$ cat src/rtl/bas_pkg.sv
// Shared definitions for the BAS result monitor: BF16 special encodings,
// the run-control state enum and the result-cause encoding.
package bas_pkg;

    localparam logic [15:0] POS_INF  = 16'h7F80;
    localparam logic [15:0] POS_ZERO = 16'h0000;
    localparam logic [15:0] NEG_ZERO = 16'h8000;

    typedef enum logic [1:0] {
        ST_IDLE  = 2'd0,
        ST_TRACK = 2'd1,
        ST_HOLD  = 2'd2
    } mon_state_t;

    typedef enum logic [1:0] {
        CAUSE_BUDGET = 2'b00,
        CAUSE_TARGET = 2'b01,
        CAUSE_STALL  = 2'b10
    } res_cause_t;

    // True for NaN or +/-Inf: the exponent field is all ones.
    function automatic logic bf16_nonfinite(input logic [15:0] v);
        return (v[14:7] == 8'hFF);
    endfunction

endpackage

$ cat src/rtl/bf16_cmp.sv
// BF16 comparator using sign-magnitude ordering. -0 and +0 compare equal.
// Any NaN operand makes both orderings false.
module bf16_cmp
    import bas_pkg::*;
(
    input  logic [15:0] a,
    input  logic [15:0] b,
    output logic        a_lt_b,
    output logic        a_le_b,
    output logic        a_is_nan,
    output logic        a_is_inf
);

    logic        b_is_nan;
    logic        both_zero;
    logic        any_nan;
    logic [15:0] a_key;
    logic [15:0] b_key;

    assign a_is_nan = (a[14:7] == 8'hFF) && (a[6:0] != 7'd0);
    assign a_is_inf = (a[14:7] == 8'hFF) && (a[6:0] == 7'd0);
    assign b_is_nan = (b[14:7] == 8'hFF) && (b[6:0] != 7'd0);
    assign any_nan  = a_is_nan | b_is_nan;

    assign both_zero = ((a == POS_ZERO) || (a == NEG_ZERO)) &&
                       ((b == POS_ZERO) || (b == NEG_ZERO));

    // Map sign-magnitude onto an unsigned key whose order is the numeric order:
    // negatives are bit-inverted, positives get the top bit set.
    assign a_key = a[15] ? ~a : {1'b1, a[14:0]};
    assign b_key = b[15] ? ~b : {1'b1, b[14:0]};

    // Zero pair is forced equal; otherwise the keys decide.
    always_comb begin
        a_lt_b = 1'b0;
        a_le_b = 1'b0;
        if (!any_nan) begin
            if (both_zero) begin
                a_le_b = 1'b1;
            end else begin
                a_lt_b = (a_key <  b_key);
                a_le_b = (a_key <= b_key);
            end
        end
    end

endmodule

$ cat src/rtl/bas_result_monitor.sv
// Tracks the best (minimum-fitness) BF16 sample of a BAS run and reports
// why the run stopped: target reached, stall limit, or iteration budget.
// Optional build macro BAS_MON_NAN_FILTER_EN drops non-finite samples and
// adds the nan_cnt output.
module bas_result_monitor
    import bas_pkg::*;
#(
    parameter int STALL_LIMIT = 16,
    parameter int ITER_W      = 16
)
(
    input  logic              clk,
    input  logic              reset_n,
    input  logic              start,
    input  logic [15:0]       target,
    input  logic              in_valid,
    input  logic [15:0]       in_x,
    input  logic [15:0]       in_y,
    input  logic [15:0]       in_f,
    input  logic              in_last,
    output logic [15:0]       best_x,
    output logic [15:0]       best_y,
    output logic [15:0]       best_f,
    output logic [ITER_W-1:0] best_iter,
    output logic              res_valid,
    input  logic              res_ready,
    output logic [1:0]        res_cause,
    output logic              busy
`ifdef BAS_MON_NAN_FILTER_EN
    ,
    output logic [7:0]        nan_cnt
`endif
);

    localparam logic [ITER_W-1:0] ITER_MAX  = '1;
    localparam logic [ITER_W-1:0] ITER_ONE  = ITER_W'(1);
    localparam logic [16:0]       STALL_LIM = 17'(STALL_LIMIT);

    mon_state_t        state_reg;
    logic [15:0]       best_x_reg;
    logic [15:0]       best_y_reg;
    logic [15:0]       best_f_reg;
    logic [ITER_W-1:0] best_iter_reg;
    logic [ITER_W-1:0] iter_reg;
    logic [15:0]       stall_reg;
    logic              res_valid_reg;
    res_cause_t        res_cause_reg;
    logic              busy_reg;

    logic f_lt_best, best_le, f_is_nan, f_is_inf;
    logic tgt_lt, f_le_target, tgt_nan, tgt_inf;

    logic       drop;
    logic       sample;
    logic       improve;
    logic       target_hit;
    logic       stall_hit;
    logic       done;
    res_cause_t cause_next;

    // Candidate fitness against the best so far.
    bf16_cmp u_best_cmp (
        .a        (in_f),
        .b        (best_f_reg),
        .a_lt_b   (f_lt_best),
        .a_le_b   (best_le),
        .a_is_nan (f_is_nan),
        .a_is_inf (f_is_inf)
    );

    // Candidate fitness against the goal.
    bf16_cmp u_tgt_cmp (
        .a        (in_f),
        .b        (target),
        .a_lt_b   (tgt_lt),
        .a_le_b   (f_le_target),
        .a_is_nan (tgt_nan),
        .a_is_inf (tgt_inf)
    );

`ifdef BAS_MON_NAN_FILTER_EN
    logic [7:0] nan_cnt_reg;
    logic       unused_cmp;

    assign drop       = in_valid & (bf16_nonfinite(in_x) | bf16_nonfinite(in_y) |
                                    f_is_nan | f_is_inf);
    assign nan_cnt    = nan_cnt_reg;
    assign unused_cmp = &{1'b0, best_le, tgt_lt, tgt_nan, tgt_inf};
`else
    logic unused_cmp;

    assign drop       = 1'b0;
    assign unused_cmp = &{1'b0, best_le, tgt_lt, tgt_nan, tgt_inf, f_is_inf};
`endif

    assign sample     = in_valid & ~drop;
    assign improve    = sample & f_lt_best & ~f_is_nan;
    assign target_hit = sample & f_le_target;
    assign stall_hit  = sample & ~improve & (({1'b0, stall_reg} + 17'd1) == STALL_LIM);
    assign done       = target_hit | stall_hit | in_last;

    // Termination cause with priority target > stall > budget.
    always_comb begin
        cause_next = CAUSE_BUDGET;
        if (target_hit)
            cause_next = CAUSE_TARGET;
        else if (stall_hit)
            cause_next = CAUSE_STALL;
    end

    // Run-control FSM; start (outside HOLD) clears history, termination parks results in HOLD.
    always_ff @(posedge clk or negedge reset_n) begin
        if (!reset_n) begin
            state_reg     <= ST_IDLE;
            best_x_reg    <= '0;
            best_y_reg    <= '0;
            best_f_reg    <= '0;
            best_iter_reg <= '0;
            iter_reg      <= '0;
            stall_reg     <= '0;
            res_valid_reg <= 1'b0;
            res_cause_reg <= CAUSE_BUDGET;
            busy_reg      <= 1'b0;
`ifdef BAS_MON_NAN_FILTER_EN
            nan_cnt_reg   <= '0;
`endif
        end else if (start && (state_reg != ST_HOLD)) begin
            // Fresh run; any same-cycle sample is discarded.
            state_reg     <= ST_TRACK;
            best_x_reg    <= POS_ZERO;
            best_y_reg    <= POS_ZERO;
            best_f_reg    <= POS_INF;
            best_iter_reg <= '0;
            iter_reg      <= '0;
            stall_reg     <= '0;
            busy_reg      <= 1'b1;
`ifdef BAS_MON_NAN_FILTER_EN
            nan_cnt_reg   <= '0;
`endif
        end else begin
            case (state_reg)
                ST_TRACK: begin
                    if (sample) begin
                        if (iter_reg != ITER_MAX)
                            iter_reg <= iter_reg + ITER_ONE;
                        if (improve) begin
                            best_x_reg    <= in_x;
                            best_y_reg    <= in_y;
                            best_f_reg    <= in_f;
                            best_iter_reg <= iter_reg;
                            stall_reg     <= '0;
                        end else begin
                            stall_reg <= stall_reg + 16'd1;
                        end
                    end
`ifdef BAS_MON_NAN_FILTER_EN
                    if (drop && (nan_cnt_reg != 8'hFF))
                        nan_cnt_reg <= nan_cnt_reg + 8'd1;
`endif
                    if (done) begin
                        state_reg     <= ST_HOLD;
                        res_valid_reg <= 1'b1;
                        res_cause_reg <= cause_next;
                        busy_reg      <= 1'b0;
                    end
                end
                ST_HOLD: begin
                    if (res_ready) begin
                        state_reg     <= ST_IDLE;
                        res_valid_reg <= 1'b0;
                    end
                end
                default: begin
                    state_reg <= ST_IDLE;
                end
            endcase
        end
    end

    assign best_x    = best_x_reg;
    assign best_y    = best_y_reg;
    assign best_f    = best_f_reg;
    assign best_iter = best_iter_reg;
    assign res_valid = res_valid_reg;
    assign res_cause = res_cause_reg;
    assign busy      = busy_reg;

endmodule

$ cat config.mk
export PLATFORM = sky130hd
export DESIGN_NAME = bas_result_monitor
export DESIGN_NICKNAME = d
export VERILOG_FILES = /design/src/rtl/bas_pkg.sv /design/src/rtl/bf16_cmp.sv /design/src/rtl/bas_result_monitor.sv
export SDC_FILE = /design/constraint.sdc
export NUM_CORES = 1
export LEC_CHECK = 0
export CORE_ASPECT_RATIO = 1.4
export CORE_MARGIN = 1.5
export CORE_UTILIZATION = 40
export DETAILED_ROUTE_END_ITERATION = 7
export PLACE_DENSITY_LB_ADDON = 0.05
export SYNTH_ARGS = -nofsm -noshare
export SYNTH_HDL_FRONTEND = slang
export SYNTH_SLANG_ARGS = --single-unit
$ cat constraint.sdc
create_clock -name clk -period 3.7 [get_ports clk]
set_clock_uncertainty 0.2 [all_clocks]
set_input_delay 0.74 -clock clk [delete_from_list [all_inputs] [get_ports clk]]
set_output_delay 0.74 -clock clk [all_outputs]
set_load 0.005 [all_outputs]
==> results.md <==
* I/O pin cnt at 138
* Mapped Cells at 704
* Data required time at the worst endpoint at 3740 ps
* RR Startpoint: best_f[15]$_DFFE_PN0P_
* Worst skew pair latency at 360 ps
* Final GP Congestion at 0.889
* Crit path max fanout at 3
* CP Capture Type: flop
* Area contributors post-synth: dfrtp_1 (42%), nand2_1 (9.1%), ha_1 (8.6%)
* Fill count at 1,404
* Slowest stage cell on the critical path: clkdlybuf4s50_1
* Synth top cells by count: nand2_1 (148), dfrtp_1 (102), nand3_1 (52), ha_1 (42), o21ai_1 (42)
* Initial DRC count at 224
* # rows at 53
* Slew headroom at 46.7%
* Die H at 149 um
* Startpoint types: input pin
* Crit Path Class: input pin to flop
* Clock Tree Buf Depth at 2
* Pre-CTS worst setup slack at -501 ps
* Area grow syn2layout at 39.3%
* Post-Route WL at 17,300 um
* # diodes at 0
* Initial antenna violation count at 0
* Cell taking the most area after synthesis: dfrtp_1
* Number of distinct library cells after synthesis at 63
* Mapped Avg Cell Area at 8.70 um^2
* Warnings, synthesis at 0
* Highest Signal Layer: met4
* I/O Buffers at 137
* Register bit total from synthesis at 102
* Final worst setup slack at 89.7 ps
* Minimum clock period at 3610 ps
* Critical path arrival at 3650 ps
* CTS tree: yes
* Die Area at 0.0161 mm^2
* Hold crit path type: input pin to asynchronous set/reset pin
* Critical path's largest stage delay at 480 ps
* Setup TNS at 0 ps
* Register area share after synthesis at 41.7%
* Total track usage at 22.6%
* Nets at 988
* Clock Sinks at 102
* Area of the core at 0.0150 mm^2
* Number of global-route vias before repair at 5,842
* First-pass GRT wire length at 28,700 um
* Global route overflow at 0
* Pre-Repair DR Iteration Count at 4
* Fin util at 56.9%
* Wire per inst at 16.1 um
* Hold_buf cts at 0
* Top-count cell post-synth: nand2_1
* Via count at 5,671
* Max Cap Viol at 0
* PwrDens at 525 mW/mm^2
* Met2 WL at 9040 um
* Syn Nets at 816
* Drt via density at 5.29
* Post-synth ARST share at 100%
* Die Wd at 108 um
* Met1 Routed Length at 7240 um
* Yosys top cell area share at 41.7%
* Unrepaired setup endpoints after global routing: false
* Status: finished clean
* Predominant post-synthesis flop cell: dfrtp_1
* WL met3 at 608 um
* Number of flops mapped to enable cells by yosys at 0
* Worst Max-Slew Pin Slew at 799 ps
* Final count of negative-setup-slack endpoints at 0
* Final HPWL DP at 13,200 um
* Antenna viol nets, final at 0
* Critical Path Source: target[14]
* Final worst path period share at 97.6%
* Maximum VDD drop at 0.312 mV
* Share of post-route cells with drive strength above 1 at 11.2%
* Cell area after synthesis at 0.00612 mm^2
* DRC at 0
* Cts bufs inserted at 9
* Clock root buffer: clkbuf_16
* Lkg Pwr at 0.00369 uW
* Crit path cell chain: clkdlybuf4s50_1, inv_1, ha_1, inv_1, ha_4, a21oi_1, nand2_1, a21oi_1, or4b_4, a221o_1, a311o_1, a211o_1
* Endpoints failing hold at 0
* Initial Util at 40.9%
* Clock slew at reported path FFs at 70 ps
* Fin. max-slew vios at 0
* Fmax at 0.277 GHz
* Pin count of the biggest net entering global routing at 63
* CTS H-tree depth at 3
-- power by group --
group | internal [uW] | switching, uW | leakage, uW | total (uW)
Combinational | 1030 | 890 | 0.00219 | 1920
Sequential | 1340 | 226 | 0.00135 | 1570
Clock | 538 | 450 | 0.000147 | 988
-- cell usage in the layout, fill, tap and decap left out, types with 4 or more instances in the layout --
cell / netlist / layout
nor3_1: 13 / 13
a21oi_1: 28 / 27
or3_1: 13 / 13
dfrtp_1: 102 / 102
nand4_1: 20 / 20
clkdlybuf4s50_1: 0 / 133
buf_12: 0 / 9
buf_4: 1 / 52
nand3_1: 52 / 52
clkbuf_16: 0 / 9
o21ai_1: 42 / 42
and3_1: 8 / 8
and4_1: 4 / 4
xnor2_1: 34 / 34
inv_1: 23 / 23
nand2_1: 148 / 148
o31ai_1: 5 / 5
nor4_1: 5 / 4
xor2_1: 16 / 14
ha_1: 42 / 40
a211oi_1: 4 / 4
nor2_1: 32 / 32
o21ai_0: 20 / 20
-- critical path: cells and delay by family --
family                     cells  cell delay (ps)
AOI/OAI and AO/OA              5             1240
and+or+nand+nor                2              550
buffers and inverters          3              640
adders and majority gates      2              490
-- per-layer routing --
metal | track usage (%) | up-vias
met2 | 40.4 | 113
met4 | 8.49 | 0
li1 | - | 2822
met5 | 0 | -
met1 | 27.2 | 2715
met3 | 3.49 | 21
-- layout make-up --
type | count | area [um^2] | share of cell area, %
Tap cell | 192 | 240 | 2.82
Clock inverter | 6 | 77.6 | 0.909
Inverter | 23 | 86.3 | 1.01
Sequential cell | 102 | 2550 | 29.9
Timing Repair Buffer | 198 | 1950 | 22.8
Multi-Input combinational cell | 542 | 3400 | 39.8
Clock buffer | 10 | 229 | 2.68
-- path summary, 6_finish.rpt --
kind,endpoint,slack [ps],depth (start not counted)
worst max register to register,res_valid$_DFFE_PN0P_,470,10
worst min register to register,best_y[5]$_DFFE_PN0P_,270,2
min in group clk,best_y[5]$_DFFE_PN0P_,270,2
worst max-delay path,res_valid$_DFFE_PN0P_,90,12
worst min-delay path,best_iter[4]$_DFFE_PN0P_,250,1
max in group asynchronous,res_cause[1]$_DFFE_PN0P_,2320,2
-- through the flow --
| step | power, uW | std cells | hold WS (ps) | area [um^2] |
|---|---|---|---|---|
| 6_report | 4480 | 1073 | 252 | 8530 |
| 5_1_grt | 4800 | 1073 | 301 | 8530 |
| 4_1_cts | 4510 | 1073 | 273 | 8480 |
| 3_5_place_dp | 3510 | 1057 | 254 | 8160 |
| 3_3_place_gp | 3450 | 1057 | 249 | 8160 |
| 2_1_floorplan | 2450 | 704 | 244 | 6170 |
-- repair_timing --
item                                    in CTS  in global routing
resized for setup                            3                  8
endpoints found under the setup margin       1                 39
pin swaps                                    2                  2
buffers inserted                             0                  0
endpoints found under the hold margin        0                  0
-- logic make-up after synthesis --
family / Yosys count / synth area share [%]
flops: 102 / 41.7
compound gates: 134 / 13.9
buf+inv: 60 / 3.92
mux: 3 / 0.490
xor+xnor: 50 / 7.15
simple gates: 313 / 24.3
fa+ha+maj: 42 / 8.58
(Power assumes the default switching activity.)
